**config.mk**
```make
export PLATFORM = sky130hd
export DESIGN_NAME = if_id_skid_reg
export DESIGN_NICKNAME = d
export VERILOG_FILES = /design/src/rtl/if_id_skid_reg.sv
export SDC_FILE = /design/constraint.sdc
export NUM_CORES = 1
export LEC_CHECK = 0
export CAP_MARGIN = 15
export CORE_MARGIN = 3
export CORE_UTILIZATION = 56
export CTS_BUF_LIST = sky130_fd_sc_hd__clkbuf_2
export DETAILED_ROUTE_END_ITERATION = 7
export PLACE_DENSITY = 0.95
export SLEW_MARGIN = 20
export SYNTH_ARGS = -nofsm -noshare
export SYNTH_HDL_FRONTEND = slang
export SYNTH_SLANG_ARGS = --single-unit
```
**constraint.sdc**
```tcl
create_clock -name clk_i -period 3.4 [get_ports clk_i]
set_input_delay 0.68 -clock clk_i [delete_from_list [all_inputs] [get_ports clk_i]]
set_output_delay 0.68 -clock clk_i [all_outputs]
set_load 0.05 [all_outputs]
```
**src/rtl/if_id_skid_reg.sv**
```systemverilog
// IF/ID stage register with a valid/ready handshake and a 2-entry skid buffer.
// in_ready_o comes straight from the state register; flush inserts NOP bubbles.
module if_id_skid_reg #(
    parameter int unsigned PC_W          = 32,
    parameter int unsigned DATA_W        = 32,
    parameter logic [DATA_W-1:0] NOP_VAL = '0,
    parameter bit          FLUSH_KEEP_PC = 1'b1,
    parameter int unsigned CNT_W         = 16
) (
    input  logic              clk_i,
    input  logic              rst_i,
    input  logic              flush_i,
    input  logic              in_valid_i,
    output logic              in_ready_o,
    input  logic [PC_W-1:0]   pc_i,
    input  logic [DATA_W-1:0] data_i,
    output logic              out_valid_o,
    input  logic              out_ready_i,
    output logic [PC_W-1:0]   pc_o,
    output logic [DATA_W-1:0] data_o,
    output logic [CNT_W-1:0]  stall_cnt_o,
    output logic [CNT_W-1:0]  flush_cnt_o
);

    typedef enum logic [1:0] {
        EMPTY = 2'd0,
        FULL  = 2'd1,
        SKID  = 2'd2
    } state_t;

    localparam logic [CNT_W-1:0] CNT_ONE = {{(CNT_W-1){1'b0}}, 1'b1};
    localparam logic [CNT_W-1:0] CNT_MAX = '1;

    state_t            state_q, state_d;
    logic [PC_W-1:0]   main_pc_q, main_pc_d;
    logic [PC_W-1:0]   skid_pc_q, skid_pc_d;
    logic [DATA_W-1:0] main_data_q, main_data_d;
    logic [DATA_W-1:0] skid_data_q, skid_data_d;
    logic [CNT_W-1:0]  stall_cnt_q, stall_cnt_d;
    logic [CNT_W-1:0]  flush_cnt_q, flush_cnt_d;
    logic              accept, drain;

    assign in_ready_o  = (state_q != SKID);
    assign out_valid_o = (state_q != EMPTY);
    assign accept      = in_valid_i & in_ready_o;
    assign drain       = out_valid_o & out_ready_i;

    // main_data_q is forced to NOP_VAL on every path into EMPTY
    assign pc_o        = main_pc_q;
    assign data_o      = main_data_q;
    assign stall_cnt_o = stall_cnt_q;
    assign flush_cnt_o = flush_cnt_q;

    always_comb begin
        state_d     = state_q;
        main_pc_d   = main_pc_q;
        main_data_d = main_data_q;
        skid_pc_d   = skid_pc_q;
        skid_data_d = skid_data_q;
        if (flush_i) begin
            state_d     = EMPTY;
            main_data_d = NOP_VAL;
            skid_data_d = NOP_VAL;
            if (!FLUSH_KEEP_PC) begin
                main_pc_d = '0;
                skid_pc_d = '0;
            end
        end else begin
            unique case (state_q)
                EMPTY: begin
                    if (accept) begin
                        state_d     = FULL;
                        main_pc_d   = pc_i;
                        main_data_d = data_i;
                    end
                end
                FULL: begin
                    if (accept && drain) begin
                        main_pc_d   = pc_i;
                        main_data_d = data_i;
                    end else if (drain) begin
                        state_d     = EMPTY;
                        main_data_d = NOP_VAL;
                    end else if (accept) begin
                        state_d     = SKID;
                        skid_pc_d   = pc_i;
                        skid_data_d = data_i;
                    end
                end
                SKID: begin
                    if (drain) begin
                        state_d     = FULL;
                        main_pc_d   = skid_pc_q;
                        main_data_d = skid_data_q;
                    end
                end
                default: begin
                    state_d     = EMPTY;
                    main_data_d = NOP_VAL;
                end
            endcase
        end
    end

    always_comb begin
        stall_cnt_d = stall_cnt_q;
        flush_cnt_d = flush_cnt_q;
        if (out_valid_o && !out_ready_i && !flush_i && stall_cnt_q != CNT_MAX) begin
            stall_cnt_d = stall_cnt_q + CNT_ONE;
        end
        if (flush_i && flush_cnt_q != CNT_MAX) begin
            flush_cnt_d = flush_cnt_q + CNT_ONE;
        end
    end

    always_ff @(posedge clk_i) begin
        if (rst_i) begin
            state_q     <= EMPTY;
            main_pc_q   <= '0;
            skid_pc_q   <= '0;
            main_data_q <= NOP_VAL;
            skid_data_q <= NOP_VAL;
            stall_cnt_q <= '0;
            flush_cnt_q <= '0;
        end else begin
            state_q     <= state_d;
            main_pc_q   <= main_pc_d;
            skid_pc_q   <= skid_pc_d;
            main_data_q <= main_data_d;
            skid_data_q <= skid_data_d;
            stall_cnt_q <= stall_cnt_d;
            flush_cnt_q <= flush_cnt_d;
        end
    end

endmodule
```
After elaboration in Yosys (flattened, before gate mapping)
Index checks and enable logic that the tools add are counted.
{"block": "word_totals", "rom_bits": 0, "word_cells": 56, "regBits": 162, "mem_bits_rw": 0, "n_memories": 0, "latchBits": 0, "inputBits": 69, "output_inout_bits": 98}
{"block": "classes", "n_addsub": 2, "n_eq_ne": 11, "muxes": 15, "magnitude_cmp": 0, "shifts": 0, "div": 0, "n_reduce_logical": 16, "bitwise": 5, "mul": 0}
{"op": "2-to-1 mux 32 bit", "count": 7}
{"op": "case mux 32 bit (3 select lines)", "count": 2}
{"op": "adder 16 x 1 -> 16 bit, second input constant", "count": 2}
{"op": "!= test 16 bit, second input constant", "count": 2}
{"op": "2-to-1 mux 2 bit", "count": 5}
{"op": "!= test 2 bit, second input constant", "count": 5}
{"op": "AND reduction 5 bit", "count": 2}
{"op": "AND reduction 4 bit", "count": 2}
{"op": "!= test 3 bit, second input constant", "count": 2}
{"op": "case mux 2 bit (3 select lines)", "count": 1}
{"op": "logical AND 1 bit", "count": 5}
{"op": "NOT 1 bit", "count": 3}
{"op": "AND reduction 3 bit", "count": 1}
{"op": "nonzero test 3 bit", "count": 1}
{"op": "bitwise AND 1 bit", "count": 2}
{"op": "equality test 2 x 1 -> 1 bit, second input constant", "count": 1}
{"op": "equality test 2 bit, second input constant", "count": 1}
{"op": "zero test 1 bit", "count": 2}
{"op": "zero test 2 bit", "count": 1}
{"op": "nonzero test 2 bit", "count": 1}
{"op": "OR reduction 2 bit", "count": 1}

Depth between registers and ports, before layout
{"block": "depth", "word_depth": 6, "ltp_mapped": 8, "mapped_depth_nobuf": 5}

Least setup slack after synthesis
Ideal clock, no wire load.
{"block": "synth_path", "path_kind": "reg2reg", "from": "register stall_cnt_q[6], in the netlist stall_cnt_o[6]", "to": "register stall_cnt_q[15], in the netlist stall_cnt_o[15]", "arrival_ns": 1.950, "setup_slack_ns": 1.329, "setup_ns": 0.121, "required_ns": 3.279, "path_buffers": 1, "stages_incl_launch_ff": 6, "synth_period_minus_slack_ns": 2.071, "cell_sequence": "dfxtp_1 nand4_2 or2_1 buf_2 nor4_1 mux2_2"}
{"block": "synth_via", "elab_chain_cells": 2, "word_cells_on_any_way": 3, "classes_between": "1 x add/sub; 1 x eq/ne; 1 x reduce/logical"}
{"item": "start: declaration", "line_no": "39", "rtl": "logic [CNT_W-1:0] stall_cnt_q, stall_cnt_d;"}
{"item": "start signal: assignment", "line_no": "131", "rtl": "stall_cnt_q <= stall_cnt_d;"}
{"item": "parallel branches: the longest is 2 deep, another holds adder 16 x 1 -> 16 bit"}
Several ways; the timed one is not identified.
A chain may end at the register's enable or synchronous reset.

Final worst setup path
{"block": "layout_path", "from": "register state_q[0]", "to": "output port out_valid_o"}
{"block": "layout_via", "elab_chain_cells": 1}
{"item": "start: declaration", "line_no": "34", "rtl": "state_t state_q, state_d;"}
{"item": "start signal: assignment", "line_no": "126", "rtl": "state_q <= state_d;"}
{"item": "nonzero test 2 bit", "line_no": "44", "rtl": "assign out_valid_o = (state_q != EMPTY);"}
{"item": "end: declaration", "line_no": "17", "rtl": "output logic out_valid_o,"}
Every way passes these cells.

==> qor.yml <==
sta:
  fin_ws_ps: 317
  clock.fmax_mhz: 324
  fin_tns_setup_ps: 0
  holdWs_ps: 469
  period_share_pct: 90.7
  drv_slew: 0
  tightest_slew_ps: 1050
  finalCriticalPeriod_ps: 3080
  slew_headroom_pct: 30.0
  setup_violations: 0
  hold_viol: 0
  rsz0062_at_grt: "false"
  skew_ps: 28.9
flow_run:
  drv_cap: 0
cells_and_area:
  mostFrequentLayoutCell: "nand2_1"
  layout-drive-gt1-share_pct: 5.95
  fill_cells: 933
  nets: 1135
  antenna_cells: 0
  syn_to_final_growth_pct: 27.4
  most-common-layout-cells: "nand2_1, clkdlybuf4s50_1, dfxtp_1, a21oi_1, inv_1"
  final_cells: 1243
clock_network:
  path_clk_slew_ps: 190
  cts_buffers: 17
  cts_buffer_depth: 2
  cts_tree: "yes"
  clockRootBuffer: "clkbuf_2"
  clock-sinks: 162
  cts_resized: 0
  clk_latency_ps: 730
  cts_setup_buffers: 0
  cts_hold_buf: 0
  htree_levels: 4
place:
  numPortBuffers: 166
  place_ws_ps: 825
  dp.cells: 1213
  gp_congestion: 0.835
  dp_hpwl_mm: 13.1
die:
  core-area_mm2: 0.0123
  start_util_pct: 58.9
  die_h_um: 120
  design.die.area_mm2: 0.0144
  io-pin-count: 167
  rows: 40
  die_x_um: 120
worst_setup_path:
  worst_ep_required_time_ps: 2720
  crit_path_end_kind: "output pin"
  slowest_stage: "clkdlybuf4s50_1"
  worstSetupPathType: "reg -> out"
  reg2reg_depth: 7
  startpoint_type: "register"
  crit_chain: "or2_2 -> clkdlybuf4s50_1"
  critPathMaxFanout: 10
  slowest_delay_ps: 850
  arrival_ps: 2400
global_routing:
  grt_usage_pct: 27.1
  first_global_vias: 6787
  grt_pass1_wl_mm: 32.4
  gr-total-overflow: 0
  grt_max_degree: 102
  antenna_found_initial: 1
hold_path:
  min_delay_path_depth: 2
  holdCritPathClass: "reg -> reg"
routing:
  drtIter0Drc: 731
  vias_per_cell: 5.89
  wl_per_cell_um: 16.1
  drtPass1Iterations: 6
  dr_total_vias: 7318
  drc: 0
  antenna_left: 0
  drt-total-wl_mm: 20.1
logic_synthesis:
  synthArstFlopShare_pct: 0
  synth-edff-count: 0
  synth-seq-cells: 162
  yosysWarnings: 0
  seq_area_frac_synth_pct: 44.7
  syn_inst: 937
  synth-main-ff-cell: "dfxtp_1"
  synth_cell_types: 51
  avgSynthCellArea_um2: 7.74
  synthesis.area_mm2: 0.00725
  syn-num-nets: 1008
run_status:
  status: "finished, final reports clean"
pwr:
  power_density_mw_per_mm2: 392
  p_leak_nw: 3.13
  ir_worst_vdd_mv: 0.261
==> routing by layer <==
layer	routed length [um]	global-route usage, %	part of all wire, %	vias up
li1	-	-	-	3511
met1	8140	33.2	41	3429
met2	10000	45.8	50	330
met3	1350	6.74	6.7	46
met4	517	10.5	2.6	2
met5	16	0	0.080	-
==> cells in the mapped netlist, types with 3 or more instances <==
library cell  count  area (um^2)
a21oi_1         117          586
o32ai_1          32          280
or3_1             9         56.3
buf_2            18         90.1
and2_1            3         18.8
nand3_1          12         60.1
nor2b_1           4         25.0
mux2i_1           5         50.1
o31ai_1           9         67.6
dfxtp_1         162         3240
clkbuf_1         52          195
a211o_1          32          280
and4_1            5         43.8
or4_1             9         67.6
o21ai_0          44          220
inv_1            71          267
nand2b_1          5         31.3
nand2_1         204          766
nor2_1           49          184
nand4_1          12         75.1
nor4_1            7         43.8
nor3_1            7         35.0
mux2_2            3         33.8
a22oi_1          32          240
==> through the flow <==
stage / cell area [um^2] / utilization (%) / power [mW]
after CTS: 9240 / 75.1 / 3.64
after global routing: 9240 / 75.1 / 3.76
final: 9240 / 75.1 / 3.63
after global placement: 8980 / 73.0 / 2.53
after floorplan: 7250 / - / 2.32
after detailed placement: 8980 / 73.0 / 2.54
==> registers in the layout (all words and copies together), names as in the netlist <==
signal / cells
data_o: 32
pc_o: 32
skid_data_q: 32
skid_pc_q: 32
flush_cnt_o: 16
stall_cnt_o: 16
state_q: 2
==> cells by family (layout without fill, tap and decap cells) <==
kind of cell	after synthesis	in the layout	synth area share, %
buffers and inverters	147	285	8.02
AOI/OAI and AO/OA	279	279	24.7
xor gates and xnor gates	1	1	0.121
and+or+nand+nor	338	338	20.9
adders and majority gates	2	2	0.345
muxes	8	8	1.16
DFF	162	162	44.7
==> where the power goes <==
part           total [mW]  switching (mW)  internal, mW
Sequential           1.97          0.0263          1.94
Clock                1.12           0.650         0.470
Combinational       0.536           0.326         0.210
==> path summary, 6_finish.rpt <==
kind	start	slack [ps]	endpoint
setup / recovery	state_q[0]	320	out_valid_o
hold / removal	skid_data_q[10]	470	skid_data_q[10]
hold reg to reg	skid_data_q[10]	470	skid_data_q[10]
setup reg to reg	state_q[1]	1030	pc_o[22]
==> cell type report <==
| class | instances | area (um^2) | share of cell area [%] |
|---|---|---|---|
| multi-input cells | 628 | 3470 | 37.6 |
| clock buffers | 18 | 90.1 | 0.975 |
| repair buffers | 182 | 1780 | 19.3 |
| well taps | 168 | 210 | 2.27 |
| flip-flops and latches | 162 | 3240 | 35.1 |
| clock inverters | 12 | 166 | 1.80 |
| inverters | 73 | 274 | 2.97 |
==> worst max-delay path, delay by kind of cell (launching register included) <==
| family | cells | cell delay, ps |
|---|---|---|
| buf+inv | 1 | 850 |
| flops | 1 | 540 |
| simple gates | 1 | 310 |
(Power assumes the default switching activity.)
